`config.mk`:
```
export PLATFORM = sky130hd
export DESIGN_NAME = wide_add_sched
export DESIGN_NICKNAME = d
export VERILOG_FILES = /design/src/rtl/wide_add_pkg.sv /design/src/rtl/wide_add_sched_carry_tree.sv /design/src/rtl/wide_add_sched_rr_arbiter.sv /design/src/rtl/wide_add_sched.sv
export SDC_FILE = /design/constraint.sdc
export NUM_CORES = 1
export LEC_CHECK = 0
export ABC_AREA = 1
export CAP_MARGIN = 20
export CORE_AREA = 2 2 256 258
export DETAILED_ROUTE_END_ITERATION = 12
export DIE_AREA = 0 0 258 260
export HOLD_SLACK_MARGIN = 0.15
export PLACE_DENSITY = 0.76
export REMOVE_ABC_BUFFERS = 1
export SYNTH_ARGS = -nofsm -noshare
export SYNTH_HDL_FRONTEND = slang
export SYNTH_HIERARCHICAL = 1
export SYNTH_SLANG_ARGS = --single-unit
```
`constraint.sdc`:
```
create_clock -name clk -period 5.7 [get_ports clk]
set_clock_uncertainty 0.05 [all_clocks]
set_input_delay 1.14 -clock clk [delete_from_list [all_inputs] [get_ports clk]]
set_output_delay 1.14 -clock clk [all_outputs]
set_load 0.01 [all_outputs]
```
`src/rtl/wide_add_pkg.sv`:
```
`default_nettype none
// ============================================================================
// Package  : wide_add_pkg
// Purpose  : Shared constants, operation encoding and helpers for the shared
//            wide adder/subtractor (wide_add_sched) and its sub-modules.
// Contents : DEF_* default widths, op_e encoding, id_bits() width helper.
// Revision : 1.0 - initial release
// ============================================================================
package wide_add_pkg;

  // Default configuration of the shared adder.
  localparam int DEF_N_REQ     = 2;
  localparam int DEF_N_WORDS   = 4;
  localparam int DEF_WORD_BITS = 32;

  // Encoding of the per-requester req_sub bit.
  typedef enum logic {
    OP_ADD = 1'b0,
    OP_SUB = 1'b1
  } op_e;

  // Width of a requester index; never narrower than one bit so that a
  // single-requester build still has a legal (constant zero) id field.
  function automatic int id_bits(input int n);
    return (n <= 1) ? 1 : $clog2(n);
  endfunction

endpackage : wide_add_pkg
`default_nettype wire

```
`src/rtl/wide_add_sched_carry_tree.sv`:
```
`default_nettype none
// ============================================================================
// Module   : carry_tree
// Purpose  : Parallel-prefix (Kogge-Stone) carry resolution over per-word
//            generate/propagate bits. c[i] is the carry out of word i given
//            that word 0 has already absorbed its own carry-in.
// Ports    : i_g  [N_WORDS]  word generate (carry out of the raw word sum)
//            i_p  [N_WORDS]  word propagate (raw word sum is all ones)
//            o_c  [N_WORDS]  resolved carry out of each word
// Revision : 1.0 - initial release
// ============================================================================
module carry_tree #(
  parameter int N_WORDS = 4
) (
  input  logic [N_WORDS-1:0] i_g,
  input  logic [N_WORDS-1:0] i_p,
  output logic [N_WORDS-1:0] o_c
);

  // log2(N_WORDS) prefix levels; with N_WORDS == 1 the loop body never runs
  // and the generate bit passes straight through.
  always_comb begin
    logic [N_WORDS-1:0] v_g;
    logic [N_WORDS-1:0] v_p;
    logic [N_WORDS-1:0] v_gn;
    logic [N_WORDS-1:0] v_pn;
    v_g  = i_g;
    v_p  = i_p;
    v_gn = i_g;
    v_pn = i_p;
    for (int d = 1; d < N_WORDS; d = d * 2) begin
      v_gn = v_g;
      v_pn = v_p;
      for (int i = d; i < N_WORDS; i++) begin
        v_gn[i] = v_g[i] | (v_p[i] & v_g[i-d]);
        v_pn[i] = v_p[i] & v_p[i-d];
      end
      v_g = v_gn;
      v_p = v_pn;
    end
    o_c = v_g;
  end

endmodule : carry_tree
`default_nettype wire

```
`src/rtl/wide_add_sched_rr_arbiter.sv`:
```
`default_nettype none
// ============================================================================
// Module   : rr_arbiter
// Purpose  : Round-robin arbiter. Combinational one-hot grant searching
//            upward (with wrap) from the requester after the last winner,
//            plus the last-winner pointer register.
// Ports    : clk, rst_n          clock, async active-low reset
//            i_req      [N_REQ]  request vector
//            i_en                grant may be taken this cycle
//            o_grant    [N_REQ]  one-hot (or zero) grant, not gated by i_en
//            o_grant_id [ID_W]   index of the granted requester
//            o_accept            a grant was taken (i_en & any request)
// Revision : 1.0 - initial release
// ============================================================================
module rr_arbiter
  import wide_add_pkg::*;
#(
  parameter  int N_REQ = 2,
  localparam int ID_W  = id_bits(N_REQ)
) (
  input  logic             clk,
  input  logic             rst_n,
  input  logic [N_REQ-1:0] i_req,
  input  logic             i_en,
  output logic [N_REQ-1:0] o_grant,
  output logic [ID_W-1:0]  o_grant_id,
  output logic             o_accept
);

  logic [ID_W-1:0] r_ptr;
  logic            w_found;

  // Priority starts one past the last winner, so requester r_ptr itself is
  // visited last.
  always_comb begin
    int v_idx;
    o_grant    = '0;
    o_grant_id = '0;
    w_found    = 1'b0;
    v_idx      = 0;
    for (int off = 1; off <= N_REQ; off++) begin
      v_idx = int'(r_ptr) + off;
      if (v_idx >= N_REQ) v_idx = v_idx - N_REQ;
      if (!w_found && i_req[v_idx]) begin
        o_grant[v_idx] = 1'b1;
        o_grant_id     = ID_W'(v_idx);
        w_found        = 1'b1;
      end
    end
  end

  assign o_accept = i_en & w_found;

  // Reset to the last requester so requester 0 wins the first arbitration.
  always_ff @(posedge clk or negedge rst_n) begin
    if (!rst_n) begin
      r_ptr <= ID_W'(N_REQ - 1);
    end else if (o_accept) begin
      r_ptr <= o_grant_id;
    end
  end

endmodule : rr_arbiter
`default_nettype wire

```
`src/rtl/wide_add_sched.sv`:
```
`default_nettype none
// ============================================================================
// Module   : wide_add_sched
// Purpose  : One pipelined multi-word adder/subtractor shared by N_REQ
//            requesters. Round-robin arbitration, per-word partial sums with
//            generate/propagate (S1), carry resolution by carry_tree (S2),
//            carry injection into the output registers (S3).
// Ports    : clk           clock
//            ctrl_reset_n  async active-low reset
//            req_valid/ready/a/b/sub   per-requester operand ports
//            out_valid/ready           result handshake
//            out_sum, out_cout, out_id result, carry (sub: 1 = no borrow), tag
// Revision : 1.0 - initial release
// ============================================================================
module wide_add_sched
  import wide_add_pkg::*;
#(
  parameter  int N_REQ     = DEF_N_REQ,
  parameter  int N_WORDS   = DEF_N_WORDS,
  parameter  int WORD_BITS = DEF_WORD_BITS,
  localparam int W         = N_WORDS * WORD_BITS,
  localparam int ID_W      = id_bits(N_REQ)
) (
  input  logic               clk,
  input  logic               ctrl_reset_n,
  input  logic [N_REQ-1:0]   req_valid,
  output logic [N_REQ-1:0]   req_ready,
  input  logic [N_REQ*W-1:0] req_a,
  input  logic [N_REQ*W-1:0] req_b,
  input  logic [N_REQ-1:0]   req_sub,
  output logic               out_valid,
  input  logic               out_ready,
  output logic [W-1:0]       out_sum,
  output logic               out_cout,
  output logic [ID_W-1:0]    out_id
);

  // Stage records depend on the module parameters, so they live here
  // rather than in the package.
  typedef struct packed {
    logic                                valid;
    logic [ID_W-1:0]                     id;
    logic [N_WORDS-1:0][WORD_BITS-1:0]   s;
    logic [N_WORDS-1:0]                  g;
    logic [N_WORDS-1:0]                  p;
  } stage_t;

  typedef struct packed {
    logic                                valid;
    logic [ID_W-1:0]                     id;
    logic [N_WORDS-1:0][WORD_BITS-1:0]   s;
    logic [N_WORDS-1:0]                  c;
  } carry_stage_t;

  // --------------------------------------------------------------------------
  // Pipe enable and arbitration
  // --------------------------------------------------------------------------
  logic               w_adv;
  logic               w_en;
  logic               r_run;
  logic [N_REQ-1:0]   w_grant;
  logic [ID_W-1:0]    w_grant_id;
  logic               w_accept;

  // The whole pipe moves as one; a stalled output freezes every stage,
  // bubbles included.
  assign w_adv = ~out_valid | out_ready;

  // r_run keeps req_ready low during reset and for the first edge after
  // release, so no handshake can complete while reset is deasserting.
  always_ff @(posedge clk or negedge ctrl_reset_n) begin
    if (!ctrl_reset_n) begin
      r_run <= 1'b0;
    end else begin
      r_run <= 1'b1;
    end
  end

  assign w_en = w_adv & r_run;

  rr_arbiter #(
    .N_REQ (N_REQ)
  ) u_arb (
    .clk        (clk),
    .rst_n      (ctrl_reset_n),
    .i_req      (req_valid),
    .i_en       (w_en),
    .o_grant    (w_grant),
    .o_grant_id (w_grant_id),
    .o_accept   (w_accept)
  );

  assign req_ready = w_grant & {N_REQ{w_en}};

  // --------------------------------------------------------------------------
  // Operand selection (grant is one-hot, so an OR-mux is sufficient)
  // --------------------------------------------------------------------------
  logic [W-1:0] w_a;
  logic [W-1:0] w_b;
  logic         w_sub;

  always_comb begin
    w_a   = '0;
    w_b   = '0;
    w_sub = 1'b0;
    for (int k = 0; k < N_REQ; k++) begin
      if (w_grant[k]) begin
        w_a   = req_a[k*W +: W];
        w_b   = req_b[k*W +: W];
        w_sub = req_sub[k];
      end
    end
  end

  // --------------------------------------------------------------------------
  // S1: independent word sums. Subtraction folds the +1 of the two's
  // complement into word 0 only; upper words see their carry in S3.
  // --------------------------------------------------------------------------
  logic [N_WORDS-1:0][WORD_BITS-1:0] w_s1_s;
  logic [N_WORDS-1:0]                w_s1_g;
  logic [N_WORDS-1:0]                w_s1_p;

  for (genvar i = 0; i < N_WORDS; i++) begin : g_word
    logic [WORD_BITS-1:0] w_aw;
    logic [WORD_BITS-1:0] w_bw;
    logic                 w_cin;
    logic [WORD_BITS:0]   w_full;

    assign w_aw   = w_a[i*WORD_BITS +: WORD_BITS];
    assign w_bw   = w_sub ? ~w_b[i*WORD_BITS +: WORD_BITS]
                          :  w_b[i*WORD_BITS +: WORD_BITS];
    assign w_cin  = (i == 0) ? w_sub : 1'b0;
    assign w_full = {1'b0, w_aw} + {1'b0, w_bw} + (WORD_BITS+1)'(w_cin);

    assign w_s1_s[i] = w_full[WORD_BITS-1:0];
    assign w_s1_g[i] = w_full[WORD_BITS];
    // An all-ones word turns an incoming carry into an outgoing one.
    assign w_s1_p[i] = &w_full[WORD_BITS-1:0];
  end

  stage_t r_s1;

  always_ff @(posedge clk or negedge ctrl_reset_n) begin
    if (!ctrl_reset_n) begin
      r_s1 <= '0;
    end else if (w_adv) begin
      r_s1.valid <= w_accept;
      r_s1.id    <= w_grant_id;
      r_s1.s     <= w_s1_s;
      r_s1.g     <= w_s1_g;
      r_s1.p     <= w_s1_p;
    end
  end

  // --------------------------------------------------------------------------
  // S2: carry resolution across words
  // --------------------------------------------------------------------------
  logic [N_WORDS-1:0] w_c;
  carry_stage_t       r_s2;

  carry_tree #(
    .N_WORDS (N_WORDS)
  ) u_carry (
    .i_g (r_s1.g),
    .i_p (r_s1.p),
    .o_c (w_c)
  );

  always_ff @(posedge clk or negedge ctrl_reset_n) begin
    if (!ctrl_reset_n) begin
      r_s2 <= '0;
    end else if (w_adv) begin
      r_s2.valid <= r_s1.valid;
      r_s2.id    <= r_s1.id;
      r_s2.s     <= r_s1.s;
      r_s2.c     <= w_c;
    end
  end

  // --------------------------------------------------------------------------
  // S3: add the resolved carry from the word below. The word carry of this
  // addition is already accounted for in c[], so it is dropped.
  // --------------------------------------------------------------------------
  logic [N_WORDS-1:0][WORD_BITS-1:0] w_out_words;

  for (genvar i = 0; i < N_WORDS; i++) begin : g_out
    if (i == 0) begin : g_lsw
      assign w_out_words[i] = r_s2.s[i];
    end else begin : g_upper
      assign w_out_words[i] = r_s2.s[i] + WORD_BITS'(r_s2.c[i-1]);
    end
  end

  // Data registers only load on a valid result so out_* keep the last
  // result through bubbles as well as through stalls.
  always_ff @(posedge clk or negedge ctrl_reset_n) begin
    if (!ctrl_reset_n) begin
      out_valid <= 1'b0;
      out_sum   <= '0;
      out_cout  <= 1'b0;
      out_id    <= '0;
    end else if (w_adv) begin
      out_valid <= r_s2.valid;
      if (r_s2.valid) begin
        out_sum  <= w_out_words;
        out_cout <= r_s2.c[N_WORDS-1];
        out_id   <= r_s2.id;
      end
    end
  end

endmodule : wide_add_sched
`default_nettype wire
```
; After elaboration in Yosys (flattened, before gate mapping)
; Index checks and enable logic that the tools add are counted.
[totals]
reg_bits = 405
in_bits = 519
output_inout_bits = 133
wordCells = 98
[classes]
add_sub_neg = 12
magnitude_cmp = 6
muxes = 28
bitwise = 22
n_reduce_logical = 9
[ops]
columns = op, count
row1 = $mux 128, 4
row2 = $mux 32, 6
row3 = $add 32x32->33, 4
row4 = $not 32->32, 4
row5 = $reduce_and 32->1, 4
row6 = $add 32x1->32, 3
row7 = $ge 32x1->1 const B, 2
row8 = $ge 32x3->1 const B, 2
row9 = $lt 32x3->1 const B, 2
row10 = $sub 32x3->32 const B, 2
row11 = $add 33x1->33, 1
row12 = $mux 1, 14
row13 = $and 1x1->1, 9
row14 = $or 1x1->1, 6
row15 = $mux 2, 2
row16 = $add 1x2->3 const B, 1
row17 = $logic_and 1x1->1, 3
row18 = $add 1x1->2 const B, 1
row19 = $and 2x2->2, 1
row20 = $demux 1 s1, 2
row21 = $or 2x2->2, 1
row22 = $reduce_and 2->1, 1
row23 = $logic_not 1->1, 1
row24 = $not 1->1, 1

; Logic depth before layout (Yosys ltp)
[depth]
ltp_word = 17
ltp_mapped = 28
mapped_depth_nobuf = 25

; Hierarchy
; The synthesis kept the hierarchy.
[modules_own_cells]
columns = module, instances, cells_each, area_each_um2, seq_area_each_um2
row1 = wide_add_sched, 1, 4131, 29236.8, 10109.7
row2 = rr_arbiter, 1, 11, 78.8, 26.3
row3 = carry_tree, 1, 12, 52.6, 0.0

; Worst setup path after synthesis
; OpenSTA, ideal clock, no wires.
[synth_path]
path_type = input to register
from = in req_valid[0]
to = reg r_s1[1] (netlist name)
setup_time_ns = 0.066
arrival_time_ns = 4.540
required_ns = 5.584
setup_slack_ns = 1.044
stages = 25
path_buffers = 3
cell_sequence = inv_1 > o21ai_0 > inv_1 > nor2_1 > clkbuf_1 > clkbuf_1 > clkbuf_1 > a22o_1 > ha_1 > inv_1 > fa_1 > inv_1 > nand2_1 > o21ai_1 > nand2_1 > nand2_1 > nand2_1 > nand2_1 > xor2_1 > nand2_1 > nor2_1 > nand2_1 > nor2_1 > nand4_1 > nand2_1
[synth_via]
elab_chain_cells = 13
elab_cells_between_ends = 22
classes_between = add/sub (1) / mux (16) / bitwise (2) / reduce/logical (3)
[synth_lines]
columns = item, line_no
row1 = start: declaration, wide_add_sched.sv:26  ; input logic [N_REQ-1:0] req_valid,
row2 = $mux 1 (not written as such) (3 in series), wide_add_sched_rr_arbiter.sv:44  ; if (!w_found && i_req[v_idx]) begin
row3 = $mux 1, wide_add_sched_rr_arbiter.sv:44
row4 = $logic_not 1->1, wide_add_sched_rr_arbiter.sv:44
row5 = $logic_and 1x1->1, wide_add_sched_rr_arbiter.sv:44
row6 = $mux 2 (*), wide_add_sched_rr_arbiter.sv:44
row7 = via w_grant[0], wide_add_sched.sv:61  ; logic [N_REQ-1:0] w_grant;
row8 = $mux 128 (2 in series), wide_add_sched.sv:107  ; if (w_grant[k]) begin
row9 = $not 32->32, wide_add_sched.sv:130  ; assign w_bw = w_sub ? ~w_b[i*WORD_BITS +: WORD_BITS]
row10 = $mux 32, wide_add_sched.sv:130
row11 = $add 32x32->33 (*), wide_add_sched.sv:133  ; assign w_full = {1'b0, w_aw} + {1'b0, w_bw} + (WORD_BITS+1)'(w_cin);
row12 = $reduce_and 32->1 (*), wide_add_sched.sv:138  ; assign w_s1_p[i] = &w_full[WORD_BITS-1:0];
row13 = end: declaration, wide_add_sched.sv:141  ; stage_t r_s1;
; Mark *: on every way through the listed nets, which the timed path passes. The rest lies on a longest branch. The select of a mux whose other input is x is not followed.
; A chain may end at the register's enable or synchronous reset.

; Final worst setup path
[layout_path]
from = in req_valid[0]
to = reg r_s1[3] (netlist name)
; Same word-level chain as after synthesis.

==> impl_metrics.env <==
export IMPL_outcome="finished clean"
export IMPL_numCtsBuffers=47
export IMPL_num_io_pins=652
export IMPL_grt_pass1_vias=29268
export IMPL_dieHeight_um=260
export IMPL_vias=30336
export IMPL_antenna_found_initial=1
export IMPL_clk_insertion_delay_late_ns=0.59
export IMPL_critPathLaunchType="input port"
export IMPL_viasPerCell=5.31
export IMPL_synth_cell_area_um2=29200
export IMPL_ant_nets=0
export IMPL_ctsResizeCount=0
export IMPL_fmax_mhz=198
export IMPL_cpMostUsedCell="nand2_1"
export IMPL_crit_arrival_ns=5.54
export IMPL_slew_headroom_pct=31.6
export IMPL_finalInstanceArea_um2=39200
export IMPL_cp_data_required_time_ns=6.18
export IMPL_fin_ws_ns=0.643
export IMPL_slowest_delay_ns=0.53
export IMPL_cts_hold_buf=0
export IMPL_grt_max_degree=235
export IMPL_dr_pass1_iters=6
export IMPL_crit_chain="clkdlybuf4s50_1 > inv_1 > o21ai_0 > buf_4 > inv_1 > nor2_4 > buf_12 > buf_12 > a22oi_1 > xor2_1 > ha_1 > nand2_1 > nor2_1 > nand2_1 > nor4_1 > nand2_1 > nand4_1 > nand2_1 > nor2_1 > nand2_1 > nor2_1 > nand4_1 > nand2_1"
export IMPL_grt_pass1_wl_um=162000
export IMPL_grt_use_total_pct=30.7
export IMPL_place_area_um2=37600
export IMPL_syn_avg_cell_area_um2=7.09
export IMPL_die_area_um2=67100
export IMPL_rows=93
export IMPL_gp_congestion=1.00
export IMPL_vdd_ir_drop_max_mv=0.250
export IMPL_worst_pin_slew_ns=1.03
export IMPL_nets=5474
export IMPL_clock_sinks=404
export IMPL_finalSetupViolations=0
export IMPL_drt_iter0_drc=2064
export IMPL_p_per_area_nw_per_um2=477
export IMPL_syn_to_final_growth_pct=34.4
export IMPL_clk_pin_slew_ns=0.06
export IMPL_postCtsSetupBuffers=0
export IMPL_cp_slowest_cell="clkdlybuf4s50_1"
export IMPL_wl_per_cell_um=18.5
export IMPL_p_total_mw=18.7
export IMPL_dp_hpwl_um=84500
export IMPL_drv_slew=0
export IMPL_period_needed_ns=5.06
export IMPL_wl_um=106000
export IMPL_grt_overflow=0
export IMPL_ys_warn_count=6
export IMPL_crit_fanout=46
export IMPL_p_leak_nw=18.8
export IMPL_drive_gt1_share_pct=6.36
export IMPL_floorplan_initialDensity_pct=45.5
export IMPL_period_share_pct=88.7
export IMPL_clockRootBuffer="clkbuf_16"
export IMPL_synth_cells=4116
export IMPL_hp_class="reg2reg"
export IMPL_post_place_ws_ns=0.167
export IMPL_io_buffer_count=651
export IMPL_whs_ns=0.424
export IMPL_hold_viol_final=0
export IMPL_die_w_um=258
export IMPL_coreArea_um2=64100
export IMPL_worstSetupPathType="in2reg"
export IMPL_rsz0062_at_grt="false"
export IMPL_clockBufferDepth=3
export IMPL_htreeDepth=2
export IMPL_drc=0
export IMPL_cts_tree="yes"
export IMPL_cap_violations=0
export IMPL_cp_end_kind="flip-flop"
[sequential cells by signal, indices dropped and copies added (netlist names)]
register / cells
r_s1: 137
r_s2: 134
u_arb/r_ptr: 1
r_run: 1
out_id: 1
out_cout: 1
out_valid: 1
out_sum: 128
[final timing paths]
kind | from | end | slack [ns] | depth (start not counted)
setup reg to reg | u_arb/r_ptr$_DFFE_PN1P_ | r_s1[3]$_DFFE_PN0N_ | 1.27 | 22
hold / removal | r_s1[130]$_DFFE_PN0N_ | r_s2[126]$_DFFE_PN0N_ | 0.42 | 2
hold reg to reg | r_s1[130]$_DFFE_PN0N_ | r_s2[126]$_DFFE_PN0N_ | 0.42 | 2
setup / recovery | req_valid[0] | r_s1[3]$_DFFE_PN0N_ | 0.64 | 23
min in group asynchronous | ctrl_reset_n | r_run$_DFF_PN0_ | 0.50 | 1
max in group asynchronous | ctrl_reset_n | out_sum[127]$_DFFE_PN0P_ | 3.84 | 2
[layout by cell type (no fill, tap or decap), types with 5 or more instances in the layout]
cell	count
ha_1	133
clkinv_2	8
nand3_1	165
nor3_4	5
nor3_2	8
a22o_1	128
a31oi_1	41
clkdlybuf4s50_1	650
nor2_1	293
dfrtp_1	403
nor4_1	14
o31ai_1	7
xor2_1	198
buf_4	148
clkbuf_8	8
nand4_1	57
nand3_2	10
nor2_2	8
a21o_1	5
o21bai_1	7
clkbuf_1	6
inv_1	399
xnor2_1	18
bufinv_16	5
nor3_1	52
nor2_4	9
nand2_1	1323
a21oi_1	146
clkbuf_16	48
nand3b_1	17
o21ai_0	334
buf_12	14
inv_2	5
inv_6	6
a22oi_1	127
[layer usage]
| layer | wire (µm) | vias up | global-route usage [%] |
|---|---|---|---|
| met5 | 0 | - | 0 |
| met4 | 2910 | 0 | 8.88 |
| met3 | 5900 | 158 | 4.27 |
| met2 | 49600 | 913 | 51.2 |
| met1 | 47400 | 14246 | 41.7 |
| li1 | - | 15019 | - |
[layout make-up]
cell class	instances	area (µm²)
multi-input cells	3146	17000
flip-flops and latches	404	10100
diodes	1	2.50
well taps	855	1070
clock inverters	24	302
repair buffers	813	7910
fillers	5927	24900
clock buffers	62	1330
inverters	406	1530
[critical path: cells and delay by family]
kind                     cells  cell delay [ns]
AO/OA/AOI/OAI                2             0.28
adder cells (fa/ha/maj)      1             0.36
XOR/XNOR                     1             0.18
buffers and inverters        6             1.32
AND/OR/NAND/NOR             13             2.19
[per-stage QoR]
stage | utilization (%) | instances | setup TNS [ns]
after floorplan | - | 3956 | -3646.11
after global placement | 58.6 | 5624 | 0
after detailed placement | 58.6 | 5624 | 0
after CTS | 61.2 | 5710 | 0
after global routing | 61.2 | 5710 | 0
final | 61.2 | 5711 | 0
[power breakdown]
part           internal, mW  leakage (nW)  switching, mW
logic                  4.08          13.1           6.19
registers              4.30          4.89          0.960
clock network          1.89         0.805           1.28
No activity file was read; power rests on OpenSTA's default activity.
